$ cat config.mk
export PLATFORM = sky130hd
export DESIGN_NAME = tetris_agent_ctrl_flat
export DESIGN_NICKNAME = d
export VERILOG_FILES = /design/src/rtl/tetris_agent_ctrl_if.sv /design/src/rtl/tetris_agent_ctrl.sv /design/src/flat_wrapper.sv
export SDC_FILE = /design/constraint.sdc
export NUM_CORES = 1
export LEC_CHECK = 0
export ABC_AREA = 1
export BUFFER_PORTS_ARGS = -buffer_cell sky130_fd_sc_hd__buf_2
export CAP_MARGIN = 0
export CORE_MARGIN = 3
export CORE_UTILIZATION = 35
export CTS_BUF_LIST = sky130_fd_sc_hd__clkbuf_16
export DETAILED_ROUTE_END_ITERATION = 10
export GPL_ROUTABILITY_DRIVEN = 0
export MAX_ROUTING_LAYER = met4
export SYNTH_ARGS = -nofsm -noshare
export SYNTH_HDL_FRONTEND = slang
export SYNTH_SLANG_ARGS = --single-unit
$ cat constraint.sdc
create_clock -name clk -period 11.1 [get_ports clk]
set_clock_uncertainty 0.1 [all_clocks]
set_input_delay 1.11 -clock clk [delete_from_list [all_inputs] [get_ports clk]]
set_output_delay 1.11 -clock clk [all_outputs]
set_load 0.005 [all_outputs]
$ cat src/rtl/tetris_agent_ctrl_if.sv
// Placement-engine handshake for the tetris player controller.
// Controller holds tile/board on a level request; engine answers with a one-cycle ack.
interface tetris_agent_ctrl_if #(
  parameter int COLS      = 10,
  parameter int ROWS      = 20,
  parameter int COL_IDX_W = 4
);
  logic                 eval_req;
  logic [3:0]           eval_tile;
  logic [ROWS*COLS-1:0] eval_board;
  logic                 eval_ack;
  logic [COL_IDX_W-1:0] eval_col;
  logic [1:0]           eval_rot;

  modport master (
    output eval_req, eval_tile, eval_board,
    input  eval_ack, eval_col, eval_rot
  );

  modport slave (
    input  eval_req, eval_tile, eval_board,
    output eval_ack, eval_col, eval_rot
  );
endinterface

$ cat src/rtl/tetris_agent_ctrl.sv
// Tetris player controller: fetch board, ask placement engine, issue move.
// Optional macro TETRIS_TOPOUT_SKIP_EN: skip evaluation when row 0 is occupied.
module tetris_agent_ctrl #(
  parameter int COLS      = 10,
  parameter int ROWS      = 20,
  parameter int ROW_IDX_W = 6,
  parameter int COL_IDX_W = 4,
  parameter int RD_LAT    = 1,
  parameter int TIMEOUT   = 1024,
  parameter int CNT_W     = 16
) (
  input  logic                 clk,
  input  logic                 reset,
  input  logic                 host_ready,
  input  logic [3:0]           tile_type,
  output logic                 player_ready,
  output logic                 row_req,
  output logic [ROW_IDX_W-1:0] row,
  input  logic [COLS-1:0]      row_info,
  output logic [COL_IDX_W-1:0] col,
  output logic [1:0]           rotation,
  output logic                 set_tile,
  tetris_agent_ctrl_if.master  eng,
  output logic                 eval_timeout,
  output logic [CNT_W-1:0]     placed_cnt
`ifdef TETRIS_TOPOUT_SKIP_EN
  ,
  output logic                 topout
`endif
);

  localparam int TO_W = $clog2(TIMEOUT + 1);
  localparam int TOP  = (ROWS - 1) * COLS;
  localparam logic [ROW_IDX_W-1:0] LAST_ROW = ROW_IDX_W'(ROWS - 1);
  localparam logic [COL_IDX_W-1:0] COL_MAX  = COL_IDX_W'(COLS - 1);
  localparam logic [3:0]           LAT      = 4'(RD_LAT);
  localparam logic [TO_W-1:0]      TO_LAST  = TO_W'(TIMEOUT - 1);

  typedef enum logic [2:0] {
    S_INIT, S_IDLE, S_FREQ, S_FWAIT,
    S_EREQ, S_EWAIT, S_ISSUE, S_REARM
  } state_t;

  state_t state, state_nxt;

  logic [3:0]           wcnt;
  logic [TO_W-1:0]      tcnt;
  logic [ROWS*COLS-1:0] board;
  logic [3:0]           tile_q;
  logic                 sample;
  logic                 ack_hit;
  logic                 expire;

`ifdef TETRIS_TOPOUT_SKIP_EN
  logic            top_hit;
  logic [COLS-1:0] row0_now;

  // Row 0 may be the row being captured this very cycle
  assign row0_now = (row == '0) ? row_info : board[TOP +: COLS];
`endif

  assign eng.eval_req   = (state == S_EWAIT);
  assign eng.eval_tile  = tile_q;
  assign eng.eval_board = board;

  always_ff @(posedge clk or posedge reset) begin
    if (reset) state <= S_INIT;
    else       state <= state_nxt;
  end

  always_comb begin
    state_nxt = state;
    row_req   = 1'b0;
    set_tile  = 1'b0;
    sample    = 1'b0;
    ack_hit   = 1'b0;
    expire    = 1'b0;
`ifdef TETRIS_TOPOUT_SKIP_EN
    top_hit   = 1'b0;
`endif
    case (state)
      S_INIT: state_nxt = S_IDLE;
      S_IDLE: if (host_ready) state_nxt = S_FREQ;
      S_FREQ: begin
        if (host_ready) begin
          row_req   = 1'b1;
          state_nxt = S_FWAIT;
        end
      end
      S_FWAIT: begin
        if (wcnt == LAT) begin
          sample = 1'b1;
          if (row != LAST_ROW) begin
            state_nxt = S_FREQ;
`ifdef TETRIS_TOPOUT_SKIP_EN
          end else if (row0_now != '0) begin
            top_hit   = 1'b1;
            state_nxt = S_ISSUE;
`endif
          end else begin
            state_nxt = S_EREQ;
          end
        end
      end
      S_EREQ: state_nxt = S_EWAIT;
      S_EWAIT: begin
        if (eng.eval_ack) begin
          ack_hit   = 1'b1;
          state_nxt = S_ISSUE;
        end else if (tcnt == TO_LAST) begin
          expire    = 1'b1;
          state_nxt = S_ISSUE;
        end
      end
      S_ISSUE: begin
        if (host_ready) begin
          set_tile  = 1'b1;
          state_nxt = S_REARM;
        end
      end
      S_REARM: if (!host_ready) state_nxt = S_IDLE;
      default: state_nxt = S_INIT;
    endcase
  end

  always_ff @(posedge clk or posedge reset) begin
    if (reset) begin
      player_ready <= 1'b0;
      row          <= '0;
      wcnt         <= '0;
      tcnt         <= '0;
      board        <= '0;
      tile_q       <= '0;
      col          <= '0;
      rotation     <= '0;
      eval_timeout <= 1'b0;
      placed_cnt   <= '0;
`ifdef TETRIS_TOPOUT_SKIP_EN
      topout       <= 1'b0;
`endif
    end else begin
      if (state == S_INIT) player_ready <= 1'b1;
      if (state == S_IDLE && host_ready) begin
        tile_q <= tile_type;
        row    <= '0;
      end
      if (row_req)               wcnt <= 4'd1;
      else if (state == S_FWAIT) wcnt <= wcnt + 4'd1;
      for (int r = 0; r < ROWS; r++) begin
        if (sample && row == ROW_IDX_W'(r))
          board[(ROWS-1-r)*COLS +: COLS] <= row_info;
      end
      if (sample && row != LAST_ROW) row <= row + 1'b1;
      if (state == S_EREQ)       tcnt <= '0;
      else if (state == S_EWAIT) tcnt <= tcnt + 1'b1;
      if (ack_hit) begin
        col      <= (eng.eval_col > COL_MAX) ? COL_MAX : eng.eval_col;
        rotation <= eng.eval_rot;
      end
      if (expire) begin
        col          <= '0;
        rotation     <= '0;
        eval_timeout <= 1'b1;
      end
`ifdef TETRIS_TOPOUT_SKIP_EN
      if (top_hit) begin
        col      <= '0;
        rotation <= '0;
        topout   <= 1'b1;
      end
`endif
      if (set_tile) placed_cnt <= placed_cnt + 1'b1;
    end
  end

endmodule

$ cat src/flat_wrapper.sv
// flat-port wrapper written by rule: the top's interface ports become plain ports
module tetris_agent_ctrl_flat 
#(
  parameter int COLS      = 10,
  parameter int ROWS      = 20,
  parameter int ROW_IDX_W = 6,
  parameter int COL_IDX_W = 4,
  parameter int RD_LAT    = 1,
  parameter int TIMEOUT   = 1024,
  parameter int CNT_W     = 16
)
  (clk, reset, host_ready, tile_type, player_ready, row_req, row, row_info, col, rotation, set_tile, eval_timeout, placed_cnt, eng_eval_req, eng_eval_tile, eng_eval_board, eng_eval_ack, eng_eval_col, eng_eval_rot);
  tetris_agent_ctrl_if #(.COLS(COLS), .ROWS(ROWS), .COL_IDX_W(COL_IDX_W)) eng_i ();
  input  logic clk;
  input  logic reset;
  input  logic host_ready;
  input  logic [3:0] tile_type;
  output logic player_ready;
  output logic row_req;
  output logic [ROW_IDX_W-1:0] row;
  input  logic [COLS-1:0] row_info;
  output logic [COL_IDX_W-1:0] col;
  output logic [1:0] rotation;
  output logic set_tile;
  output logic eval_timeout;
  output logic [CNT_W-1:0] placed_cnt;
  output wire logic [$bits(eng_i.eval_req)-1:0] eng_eval_req;
  output wire logic [$bits(eng_i.eval_tile)-1:0] eng_eval_tile;
  output wire logic [$bits(eng_i.eval_board)-1:0] eng_eval_board;
  input wire logic [$bits(eng_i.eval_ack)-1:0] eng_eval_ack;
  input wire logic [$bits(eng_i.eval_col)-1:0] eng_eval_col;
  input wire logic [$bits(eng_i.eval_rot)-1:0] eng_eval_rot;
  assign eng_eval_req = eng_i.eval_req;
  assign eng_eval_tile = eng_i.eval_tile;
  assign eng_eval_board = eng_i.eval_board;
  assign eng_i.eval_ack = eng_eval_ack;
  assign eng_i.eval_col = eng_eval_col;
  assign eng_i.eval_rot = eng_eval_rot;
  tetris_agent_ctrl #(.COLS(COLS), .ROWS(ROWS), .ROW_IDX_W(ROW_IDX_W), .COL_IDX_W(COL_IDX_W), .RD_LAT(RD_LAT), .TIMEOUT(TIMEOUT), .CNT_W(CNT_W)) u_core (.clk(clk), .reset(reset), .host_ready(host_ready), .tile_type(tile_type), .player_ready(player_ready), .row_req(row_req), .row(row), .row_info(row_info), .col(col), .rotation(rotation), .set_tile(set_tile), .eng(eng_i), .eval_timeout(eval_timeout), .placed_cnt(placed_cnt));
endmodule
**Yosys cells after proc, flatten, opt, wreduce, memory -nomap -nowiden**

Cells that the tools add are included.

- Add/sub/neg operators: 4
- $lt $le $gt $ge: 1
- Equality and inequality tests: 35
- Mux-type cells: 30
- Reduce and logical (&&, ||, !) cells: 29

Operators by type and width:

| operator | count |
|---|---|
| equality test 6 x 4 -> 1 bit, second input constant | 8 |
| equality test 6 x 3 -> 1 bit, second input constant | 4 |
| equality test 6 x 5 -> 1 bit, second input constant | 4 |
| two-way mux 3 bit | 8 |
| one-hot mux 3 bit (8 select lines) | 1 |
| logical AND 1 bit | 22 |
| two-way mux 11 bit | 2 |
| two-way mux 4 bit | 5 |
| adder 16 x 1 -> 16 bit, second input constant | 1 |
| equality test 3 bit, second input constant | 4 |
| equality test 6 x 2 -> 1 bit, second input constant | 2 |
| two-way mux 6 bit | 2 |
| adder 11 x 1 -> 11 bit, second input constant | 1 |
| equality test 11 x 10 -> 1 bit, second input constant | 1 |
| two-way mux 1 bit | 10 |
| inequality test 2 bit, second input constant | 4 |
| nonzero test 2 bit | 4 |
| adder 6 x 1 -> 6 bit, second input constant | 1 |
| equality test 3 x 2 -> 1 bit, second input constant | 2 |
| equality test 6 x 1 -> 1 bit, second input constant | 1 |
| zero test 6 bit | 1 |
| inequality test 6 x 5 -> 1 bit, second input constant | 1 |
| AND reduction 6 bit | 1 |
| adder 4 x 1 -> 4 bit, second input constant | 1 |
| other kinds (7) | 8 |

- Flip-flop bits (word level): 252
- Input bits: 24
- Output and inout port bits: 237
- Word-level logic and storage cells: 129

**Depth between registers and ports, before layout**

- Depth in word-level cells: 5
- Gate-level depth with buffers: 9
- Gate-level depth less buffers: 8

**Worst setup path after synthesis**

Ideal clock, no wire load.

- Path type: input-to-output
- Start: input host_ready
- End: output set_tile
- Arrival time: 1649 ps
- Required time: 9890 ps
- Path slack: 8241 ps
- Cell stages on the path: 3
- Path buffers: 1
- Path through: inv_1 > nor3_2 > buf_2

- Longest elaborated chain between the ends: 2

RTL lines:

| element | line | source |
|---|---|---|
| start, declared | flat_wrapper.sv:16 | `input logic host_ready;` |
| two-way mux 1 bit | tetris_agent_ctrl.sv:116 | `if (host_ready) begin` |
| two-way mux 1 bit | tetris_agent_ctrl.sv:81 | `case (state)` |
| end, declared | flat_wrapper.sv:24 | `output logic set_tile;` |

Every way passes these cells.

**Final worst setup path**

Same ends and word-level chain as after synthesis.

==> reports/results.md <==
Status
• finished, final reports clean — run status

Logic synthesis
• 252 — number of flip-flops and latches in the synthesized netlist
• 29 — number of library cell types mapped by synthesis
• 62.2% — part of the Yosys area used for sequential elements
• 1124 — Synth Net Count
• 9.28 µm² — Syn Area/Cell
• 10100 µm² — synthesized cell area
• 100% — proportion of synthesized flip-flops having asynchronous set or reset
• dfrtp_1 — Post-synth top flop
• 0 — yosys warns
• 0 — count of flip-flops with a built-in enable after synthesis
• 1092 — synthesized instance count

Clocking
• 3 — number of buffers on the longest clock path
• 0 — Post-CTS Resized
• yes — clock tree from TritonCTS
• 1 — H-tree depth
• 252 — number of sinks driven by the clock tree
• 530 ps — clock network latency to the later pin of the worst-skew pair
• 50 ps — Worst-path clk slew
• 28 — Inserted Clock Buffers
• 0 — number of hold-repair buffers added at the cts stage
• 0 — number of setup buffers added after CTS
• clkbuf_16 — library cell used as clock root buffer

Power and ir drop
• 25.0% — fraction of power consumed by combinational cells
• 44.6% — Sequential Power Share
• 0.127 mV — largest vdd supply drop
• 970 µW — net switching component of the power
• 31.8% — fraction of power spent switching nets
• 30.4% — Clk pwr share
• 3.05 mW — post-layout total power
• 243 nW/µm² — Power per Cell Area
• 2.08 mW — cell-internal power
• 6.21 nW — static leakage

Place
• 19000 µm — hpwl dp
• 7500 ps — pre-CTS WS
• 260 — number of buffer cells added on primary ports

Cells and area
• 23.2% — share of layout cells above drive strength 1
• 44.4% — final cell utilization of the core
• 0 — Inserted Diodes
• 1347 — Final nets
• 23.5% — layout overhead on the synthesized area
• 2830 — fill cell instance count of the final layout

Setup path
• 9890 ps — required time reported for the critical path endpoint
• simple AND/OR/NAND/NOR gates — Largest delay share family, worst path
• u_core.eng.eval_board[190]$_DFFE_PP0P_ — worst flop-to-flop path endpoint
• 6 — depth of the worst register-to-register path
• 740 ps — CP max stage delay
• buf_2 -> inv_1 -> nor3_2 -> buf_2 — list of cells traversed by the critical path
• host_ready — beginning of the critical path
• 8450 ps — internal reg-to-reg setup slack
• in2out — WS Path Type
• 3 — number of buffers and inverters on the critical path
• nor3_2 — critical-path cell with the highest stage delay
• 4 — critical path depth in cells
• input port — Critical Path Start Type
• set_tile — endpoint of the worst setup timing path
• 15 — biggest fanout along the worst timing path
• u_core.state[2]$_DFFE_PP0P_ — Worst R2R Start
• buf_2 — most common cell type on the critical path
• primary output — Critical Path End Type
• 2420 ps — data arrival time of the worst path

Timing
• 32.7% — portion of the clock cycle consumed by the worst path in the final layout
• 24.6% — worst max-slew margin expressed relative to the limit
• 0 — total count of max-transition violations in the final report
• 0 ps — Total Negative Setup Slacks
• 363 ps — Hold WS
• 0 — hold violation count in the final report
• 3630 ps — Min Clock Period, post-route
• 0 — final setup fails
• false — RSZ-0062 raised after global routing
• 1130 ps — pin slew with the least headroom to its limit
• 7470 ps — Final Worst Setup Slack
• 276 MHz — maximum operating frequency

Global route
• 18.4% — total track usage
• 101 — pin count of the biggest net entering global routing
• 7582 — number of global-route vias before repair
• 0 — global route overflow
• 44200 µm — wire length of the first global-routing pass
• 0 — initial antenna violation count

Routing
• 4.73 — per-cell via count in the routed design
• met4 — top sig layer
• 0 — remaining number of nets flagged by the antenna check after routing
• 0 — drc violations
• 16.7 µm — average wire per standard cell
• 625 — drt first-iter violations
• 13000 µm — routed length on met2
• 28600 µm — wire length after detailed routing
• 13000 µm — met1 wire length
• 5 — number of search-and-repair iterations in the first detailed-routing pass
• 8100 — total vias in the final route
• 2140 µm — met3 wire len

Floorplanning
• 61 — number of standard-cell rows in the floorplan
• 261 — number of top-level pins
• 36.0% — initial core utilization
• 28200 µm² — core box area
• 31000 µm² — die footprint
• 176 µm — Die Y
• 176 µm — Chip Width

Worst hold path
• reg2reg — Tightest Hold Check Type

Job
• 0 — count of max-cap constraint violations

==> metal layers <==
layer	track usage, %	vias to the layer above
met5	-	-
met4	3.70	0
met3	4.34	31
met2	27.9	224
met1	25.5	3829
li1	-	4016
==> cell type report <==
type                    instances  area [µm²]  area share, %
flip-flops and latches        252        6310           50.4
multi-input cells             710        3270           26.1
repair buffers                262        1320           10.5
clock buffers                  29         726           5.80
well taps                     378         473           3.78
inverters                      61         236           1.89
clock inverters                20         190           1.52
==> registers in the layout (all words and copies together) (netlist names) <==
name / count
u_core.col: 4
u_core.eng.eval_board: 200
u_core.eng.eval_tile: 4
u_core.eval_timeout: 1
u_core.placed_cnt: 16
u_core.player_ready: 1
u_core.rotation: 2
u_core.row: 6
u_core.state: 3
u_core.tcnt: 11
u_core.wcnt: 4
==> power groups by stage <==
| stage | Sequential [mW] | Combinational [mW] | Clock [mW] |
|---|---|---|---|
| 2_1_floorplan | 1.36 | 0.387 | 0 |
| 3_3_place_gp | 1.36 | 0.763 | 0 |
| 3_5_place_dp | 1.37 | 0.777 | 0 |
| 4_1_cts | 1.36 | 0.777 | 0.950 |
| 5_1_grt | 1.39 | 0.875 | 0.992 |
| 6_report | 1.36 | 0.762 | 0.926 |
==> how the worst min path moves through the flow <==
stage,from,end,slack [ps],depth (start not counted)
CTS,u_core.wcnt[3]$_DFFE_PP0P_,u_core.wcnt[3]$_DFFE_PP0P_,360,1
floorplan,u_core.wcnt[3]$_DFFE_PP0P_,u_core.wcnt[3]$_DFFE_PP0P_,330,1
detailed placement,u_core.wcnt[3]$_DFFE_PP0P_,u_core.wcnt[3]$_DFFE_PP0P_,360,1
finish,u_core.wcnt[3]$_DFFE_PP0P_,u_core.wcnt[3]$_DFFE_PP0P_,360,1
global placement,u_core.eval_timeout$_DFFE_PP0P_,u_core.eval_timeout$_DFFE_PP0P_,350,2
global route,u_core.eng.eval_tile[0]$_DFFE_PP0P_,u_core.eng.eval_tile[0]$_DFFE_PP0P_,400,2
==> logic make-up (layout without fill, tap and decap cells) <==
family / count (synthesis) / after routing / synth area share, %
AOI/OAI and AO/OA: 240 / 240 / 12.0
buffers and inverters: 130 / 372 / 5.50
and+or+nand+nor: 452 / 452 / 18.4
DFF: 252 / 252 / 62.2
adders and majority gates: 8 / 8 / 0.988
xor gates and xnor gates: 10 / 10 / 0.864
==> stage by stage <==
stage               std cells  area, µm²
floorplan                1092      10100
global placement         1663      11600
detailed placement       1663      11600
CTS                      1712      12500
global route             1712      12500
finish                   1712      12500
==> cells in the final DEF, fill, tap and decap left out, types with 15 or more instances in the layout <==
cell type / synthesis / routed
nand2_1: 321 / 321
buf_2: 40 / 260
dfrtp_1: 252 / 252
o21ai_1: 183 / 183
inv_1: 60 / 67
nand3_1: 51 / 51
nor2_1: 49 / 49
o21ai_0: 39 / 39
clkbuf_16: 0 / 29
nand4_1: 15 / 15
==> synth_stat cells (2+ instances only) <==
cell type | n | area share [%]
nand3b_1 | 3 | 0.22
o21ai_1 | 183 | 9.0
a22oi_1 | 2 | 0.15
nor2_4 | 2 | 0.22
inv_1 | 60 | 2.2
ha_1 | 8 | 0.99
clkbuf_1 | 25 | 0.93
a21oi_1 | 11 | 0.54
o22ai_1 | 3 | 0.19
nand2_1 | 321 | 12
nand4_1 | 15 | 0.93
dfrtp_1 | 252 | 62
buf_4 | 3 | 0.22
nand3_1 | 51 | 2.5
nor2_1 | 49 | 1.8
buf_2 | 40 | 2.0
xor2_1 | 9 | 0.78
o21ai_0 | 39 | 1.9
nor2_2 | 2 | 0.12
nor3_1 | 5 | 0.25
Power figures use the tool's default switching activity.
